$ cat config.mk
export PLATFORM = sky130hd
export DESIGN_NAME = seq_mult16_flat
export DESIGN_NICKNAME = d
export VERILOG_FILES = /design/src/rtl/mult_pkg.sv /design/src/rtl/seq_mult16_if.sv /design/src/rtl/cla_16bit.sv /design/src/rtl/seq_mult16.sv /design/src/flat_wrapper.sv
export SDC_FILE = /design/constraint.sdc
export NUM_CORES = 1
export LEC_CHECK = 0
export CAP_MARGIN = 20
export CORE_ASPECT_RATIO = 0.5
export CORE_MARGIN = 10
export CORE_UTILIZATION = 50
export DETAILED_ROUTE_END_ITERATION = 6
export MAX_ROUTING_LAYER = met4
export PLACE_DENSITY = 0.8
export SLEW_MARGIN = 20
export SYNTH_ARGS = -nofsm -noshare
export SYNTH_HDL_FRONTEND = slang
export SYNTH_SLANG_ARGS = --single-unit
$ cat constraint.sdc
create_clock -name clk -period 4.69 [get_ports clk]
set_input_delay 0.469 -clock clk [delete_from_list [all_inputs] [get_ports clk]]
set_output_delay 0.469 -clock clk [all_outputs]
set_load 0.1 [all_outputs]
$ cat src/rtl/mult_pkg.sv
// mult_pkg: shared constants and types for the sequential multiplier family.
//   MULT_W  operand width (matches cla_16bit)
//   CNT_W   iteration counter width (MULT_W iterations)
//   PROD_W  product width
//   mult_state_t  control FSM encoding {IDLE, RUN, DONE}
package mult_pkg;

   localparam int MULT_W = 16;
   localparam int CNT_W  = 4;
   localparam int PROD_W = 2 * MULT_W;

   typedef enum logic [1:0] {
      IDLE = 2'd0,
      RUN  = 2'd1,
      DONE = 2'd2
   } mult_state_t;

endpackage

$ cat src/rtl/seq_mult16_if.sv
// seq_mult16_if: request/response bundle for seq_mult16.
//   start    request, only sampled while the multiplier is IDLE
//   a, b     multiplicand / multiplier, latched on the accepting edge
//   busy     high from the accepting edge until the return to IDLE
//   done     one-cycle completion pulse, product valid in that cycle
//   product  32-bit result, held until the next completion
//   state    FSM state, exported for observation
// Handshake: a request is accepted on a rising edge where start=1 and the
// block is IDLE; start at any other time is dropped, never queued. There is
// no back-pressure on the result: done is a pulse, product is level-held.
interface seq_mult16_if;
   import mult_pkg::*;

   logic                start;
   logic [MULT_W-1:0]   a;
   logic [MULT_W-1:0]   b;
   logic                busy;
   logic                done;
   logic [PROD_W-1:0]   product;
   mult_state_t         state;

   modport master (
      output start, a, b,
      input  busy, done, product, state
   );

   modport slave (
      input  start, a, b,
      output busy, done, product, state
   );

endinterface

$ cat src/rtl/cla_16bit.sv
// cla_16bit: 16-bit carry-lookahead adder built from four 4-bit groups.
//   a, b   addends
//   c0     carry in
//   sum    a + b + c0, low 16 bits
//   c16    carry out
module cla_16bit (
   input  logic [15:0] a,
   input  logic [15:0] b,
   input  logic        c0,
   output logic [15:0] sum,
   output logic        c16
);

   logic [15:0] p;
   logic [15:0] g;
   logic [3:0]  gp;
   logic [3:0]  gg;
   logic [4:0]  gc;
   logic [15:0] c;

   assign p = a ^ b;
   assign g = a & b;

   // Group propagate/generate per nibble.
   always_comb begin
      for (int k = 0; k < 4; k++) begin
         gp[k] = p[4*k+3] & p[4*k+2] & p[4*k+1] & p[4*k];
         gg[k] = g[4*k+3]
               | (p[4*k+3] & g[4*k+2])
               | (p[4*k+3] & p[4*k+2] & g[4*k+1])
               | (p[4*k+3] & p[4*k+2] & p[4*k+1] & g[4*k]);
      end
   end

   // Second-level lookahead: group carries straight from c0.
   assign gc[0] = c0;
   assign gc[1] = gg[0] | (gp[0] & c0);
   assign gc[2] = gg[1] | (gp[1] & gg[0]) | (gp[1] & gp[0] & c0);
   assign gc[3] = gg[2] | (gp[2] & gg[1]) | (gp[2] & gp[1] & gg[0])
                | (gp[2] & gp[1] & gp[0] & c0);
   assign gc[4] = gg[3] | (gp[3] & gg[2]) | (gp[3] & gp[2] & gg[1])
                | (gp[3] & gp[2] & gp[1] & gg[0])
                | (gp[3] & gp[2] & gp[1] & gp[0] & c0);

   // Bit carries inside each group, expanded from that group's carry in.
   always_comb begin
      for (int k = 0; k < 4; k++) begin
         c[4*k]   = gc[k];
         c[4*k+1] = g[4*k] | (p[4*k] & gc[k]);
         c[4*k+2] = g[4*k+1] | (p[4*k+1] & g[4*k]) | (p[4*k+1] & p[4*k] & gc[k]);
         c[4*k+3] = g[4*k+2] | (p[4*k+2] & g[4*k+1])
                  | (p[4*k+2] & p[4*k+1] & g[4*k])
                  | (p[4*k+2] & p[4*k+1] & p[4*k] & gc[k]);
      end
   end

   assign sum = p ^ c;
   assign c16 = gc[4];

endmodule

$ cat src/rtl/seq_mult16.sv
// seq_mult16: unsigned 16x16 shift-add multiplier, one partial product per
// cycle through a single cla_16bit. Fixed latency: accept at E0, iterations
// at E1..E16, done pulse in the cycle after E16, IDLE again at E17.
//   clk   rising-edge clock
//   rst   asynchronous active-high reset (aborts any operation)
//   bus   seq_mult16_if.slave: start/a/b in, busy/done/product/state out
module seq_mult16
   import mult_pkg::*;
#(
   parameter int WIDTH = 16
) (
   input  logic         clk,
   input  logic         rst,
   seq_mult16_if.slave  bus
);

   logic [WIDTH-1:0] mcand;
   logic [WIDTH-1:0] acc_hi;
   logic [WIDTH-1:0] acc_lo;
   logic [CNT_W-1:0] cnt;
   logic [WIDTH-1:0] addend;
   logic [WIDTH-1:0] sum;
   logic             c16;

   // Multiplier LSB selects whether this iteration adds the multiplicand.
   assign addend = acc_lo[0] ? mcand : '0;

   cla_16bit u_cla (
      .a   (acc_hi),
      .b   (addend),
      .c0  (1'b0),
      .sum (sum),
      .c16 (c16)
   );

   always_ff @(posedge clk or posedge rst) begin
      if (rst) begin
         bus.state   <= IDLE;
         bus.busy    <= 1'b0;
         bus.done    <= 1'b0;
         bus.product <= '0;
         mcand       <= '0;
         acc_hi      <= '0;
         acc_lo      <= '0;
         cnt         <= '0;
      end else begin
         case (bus.state)
            IDLE: begin
               if (bus.start) begin
                  mcand     <= bus.a;
                  acc_lo    <= bus.b;
                  acc_hi    <= '0;
                  cnt       <= '0;
                  bus.busy  <= 1'b1;
                  bus.state <= RUN;
               end
            end
            RUN: begin
               // 33-bit {c16, sum, acc_lo} shifted right by one; the carry
               // becomes the new MSB so nothing is ever lost.
               acc_hi <= {c16, sum[WIDTH-1:1]};
               acc_lo <= {sum[0], acc_lo[WIDTH-1:1]};
               cnt    <= cnt + 1'b1;
               if (cnt == CNT_W'(MULT_W - 1)) begin
                  bus.product <= {c16, sum, acc_lo[WIDTH-1:1]};
                  bus.done    <= 1'b1;
                  bus.state   <= DONE;
               end
            end
            DONE: begin
               bus.done  <= 1'b0;
               bus.busy  <= 1'b0;
               bus.state <= IDLE;
            end
            default: begin
               bus.done  <= 1'b0;
               bus.busy  <= 1'b0;
               bus.state <= IDLE;
            end
         endcase
      end
   end

endmodule

$ cat src/flat_wrapper.sv
// flat-port wrapper written by rule: the top's interface ports become plain ports
module seq_mult16_flat import mult_pkg::*;
#(
   parameter int WIDTH = 16
)
  (clk, rst, bus_start, bus_a, bus_b, bus_busy, bus_done, bus_product, bus_state);
  seq_mult16_if bus_i ();
  input  logic clk;
  input  logic rst;
  input wire logic [$bits(bus_i.start)-1:0] bus_start;
  input wire logic [$bits(bus_i.a)-1:0] bus_a;
  input wire logic [$bits(bus_i.b)-1:0] bus_b;
  output wire logic [$bits(bus_i.busy)-1:0] bus_busy;
  output wire logic [$bits(bus_i.done)-1:0] bus_done;
  output wire logic [$bits(bus_i.product)-1:0] bus_product;
  output wire logic [$bits(bus_i.state)-1:0] bus_state;
  assign bus_i.start = bus_start;
  assign bus_i.a = bus_a;
  assign bus_i.b = bus_b;
  assign bus_busy = bus_i.busy;
  assign bus_done = bus_i.done;
  assign bus_product = bus_i.product;
  assign bus_state = bus_i.state;
  seq_mult16 #(.WIDTH(WIDTH)) u_core (.clk(clk), .rst(rst), .bus(bus_i));
endmodule
==> impl_metrics.py <==
metrics = {
    "sta": {
        "maxSlewViolCount": 0,
        "tightest_slew_ns": 1.01,
        "setup_viol": 0,
        "rsz0062_at_grt": "no",
        "fin_skew_ns": 0.00848,
        "period_minus_slack_ns": 3.00,
        "hold_violations": 0,
        "hold_ws_ns": 0.468,
        "fmax_mhz": 333,
        "fin_tns_setup_ns": 0,
        "slew_headroom_pct": 32.7,
        "min_period_over_period_pct": 64.0,
    },
    "synthesis": {
        "synth-seq-cells": 88,
        "yosysUniqueCellTypes": 43,
        "dominantRegCellSynth": "dfrtp_1",
        "postSynthCellCount": 461,
        "syn-cell-area_um2": 4190,
        "yosysSeqAreaShare_pct": 52.6,
        "ys_warn_count": 0,
        "syn-mean-instance-area_um2": 9.08,
        "syn_nets": 517,
        "ys_async_sr_fraction_pct": 100,
        "synth_enable_flop_cells": 0,
    },
    "setup_path": {
        "startpoint_type": "register",
        "reg2reg_from": "u_core.acc_lo[0]",
        "worstSetupPathType": "reg -> reg",
        "arrival_ns": 3.18,
        "reg2reg_depth": 10,
        "reg2reg_setup_slack_ns": 1.69,
        "startpoint": "u_core.acc_lo[0]",
        "r2r-end": "u_core.acc_hi[12]",
        "crit_path_end": "u_core.acc_hi[12]",
        "worst_setup_path_end_kind": "register",
        "worst_ep_required_time_ns": 4.87,
        "path_max_fanout": 17,
    },
    "grt": {
        "grt_pass1_wl_um": 16800,
        "gr-usage-all-layers_pct": 17.0,
        "antenna_found_initial": 0,
        "grt_max_degree": 51,
        "first_global_vias": 3355,
        "grt-ovfl-total": 0,
    },
    "clock_network": {
        "clk_latency_ns": 0.35,
        "cts_tree": "done",
        "postCtsSetupBuffers": 0,
        "clkSlewWorstSetupHoldPaths_ns": 0.07,
        "h-tree-depth": 3,
        "cts_root_buffer": "clkbuf_16",
        "cts-resized-gates": 0,
        "clockBufferDepth": 2,
        "cts_made_buffers": 9,
        "cts_sinks": 88,
        "holdBufCountCts": 0,
    },
    "layout": {
        "final_core_util_pct": 65.0,
        "seq_area_um2": 2200,
        "area_delta_synth_final_pct": 25.5,
        "nFillCells": 661,
        "post-route-cell-area_um2": 5260,
        "final_layout_size_suffix_gt1_share_pct": 5.30,
        "diodes": 0,
        "nets": 579,
        "multiInputGateArea_um2": 1860,
    },
    "detailed_routing": {
        "vias_per_cell": 5.24,
        "first_pass_iters": 4,
        "vias": 3351,
        "finalWirelength_um": 9930,
        "drt_iter0_drc": 207,
        "wl_per_cell_um": 15.5,
        "drc": 0,
        "ant_nets": 0,
    },
    "placed_design": {
        "place.gp.congestion": 0.918,
        "place_area_um2": 4970,
        "post-dp-hpwl_um": 6680,
        "portBuffers": 70,
    },
    "floorplanning": {
        "rows": 23,
        "die_h_um": 84.7,
        "die_area_um2": 12700,
        "io_pins": 71,
        "start_util_pct": 51.8,
        "coreArea_um2": 8090,
        "die_w_um": 149,
    },
    "hold_path": {
        "hold_path_class": "reg -> reg",
    },
    "run_status": {
        "outcome": "completed",
    },
    "flow_run": {
        "max_cap_viol_count": 0,
    },
}
-- cell families after synthesis --
family / Yosys count / synth area share [%]
adder cells (fa/ha/maj): 21 / 6.99
AND/OR/NAND/NOR: 229 / 23.0
flip-flops: 88 / 52.6
multiplexers: 1 / 0.269
XOR/XNOR: 7 / 1.46
AO/OA/AOI/OAI: 81 / 12.5
buffers and inverters: 34 / 3.17
-- how the worst min path moves through the flow --
stage,cells past startpoint,startpoint,to,slack (ns)
5_1_grt,2,u_core.mcand[2],u_core.mcand[2],0.48
3_3_place_gp,2,u_core.mcand[11],u_core.mcand[11],0.46
4_1_cts,2,u_core.mcand[2],u_core.mcand[2],0.48
6_report,2,u_core.mcand[2],u_core.mcand[2],0.47
2_1_floorplan,2,u_core.mcand[0],u_core.mcand[0],0.44
3_5_place_dp,2,u_core.mcand[2],u_core.mcand[2],0.46
-- layer usage --
metal,track usage [%],part of all wire (%)
met1,21.2,47
met2,25.8,47
met3,4.76,5.3
met4,6.20,1.2
met5,-,0
-- cells in the final DEF (no fill, tap or decap), types with 2 or more instances in the layout --
master	Yosys	routed
xnor2_1	5	5
fa_1	4	4
and2_1	16	16
nand3b_1	2	2
nand2_1	137	137
clkbuf_16	0	9
or3_1	2	2
nor2b_1	2	2
nor2_1	43	43
nand2b_1	5	4
inv_6	0	3
ha_1	17	17
clkdlybuf4s50_1	0	70
xor2_1	2	2
clkinv_4	0	2
o21ai_1	6	6
dfrtp_1	88	88
buf_4	0	3
nand3_1	14	14
inv_1	11	10
o21ai_0	31	31
a21oi_1	6	6
a211o_1	3	3
o21a_1	2	2
nor3_1	4	4
a21o_1	4	4
a41oi_2	2	2
o22ai_1	16	16
-- worst max-delay path, stage by stage (launching register included) --
cell     delay (ns)
dfrtp_1        0.57
and2_1         0.24
ha_1           0.36
a41oi_2        0.20
o21ai_2        0.12
a41oi_2        0.25
o21ai_1        0.15
a21o_1         0.22
fa_1           0.40
xnor2_1        0.20
o21ai_0        0.10
-- through the flow --
stage                     setup WS (ns)  cells
after floorplan                    1.94    461
after global placement             1.84    624
after detailed placement           1.77    624
after CTS                          1.71    640
after global routing               1.42    640
final                              1.69    640
-- cell usage after synthesis (all sizes together) (2+ instances only) --
master	n	share of area, %
a41oi	2	0.78
clkbuf	14	1.3
nand3b	2	0.36
a21o	4	0.72
xor2	2	0.42
dfrtp	88	53
fa	4	1.9
xnor2	5	1.0
nand2	137	12
inv	12	1.1
nand2b	5	0.75
nor3	4	0.48
and2	16	2.4
o21a	2	0.36
nor2	43	3.9
nor2b	2	0.30
a21oi	6	0.72
ha	17	5.1
o22ai	16	2.4
or3	2	0.30
o21ai	39	5.0
nand3	14	1.7
a211o	3	0.63
buf	8	0.84
-- final cells by class --
cell class	instances	area share, %
flip-flops and latches	88	41.9
multi-input cells	339	35.3
repair buffers	73	13.8
clock buffers	9	4.29
well taps	112	2.67
clock inverters	7	1.19
inverters	12	0.881
-- sequential cells by signal (all words and copies together), names as in the netlist --
signal and cells:
u_core.mcand 16, u_core.cnt 4, u_core.acc_lo 16, u_core.bus.product 32
u_core.acc_hi 16, u_core.bus.state 2, u_core.bus.done 1, u_core.bus.busy 1
Power is not shown: default switching activity piles up to over one toggle a cycle in this logic, so the estimate is an artifact.
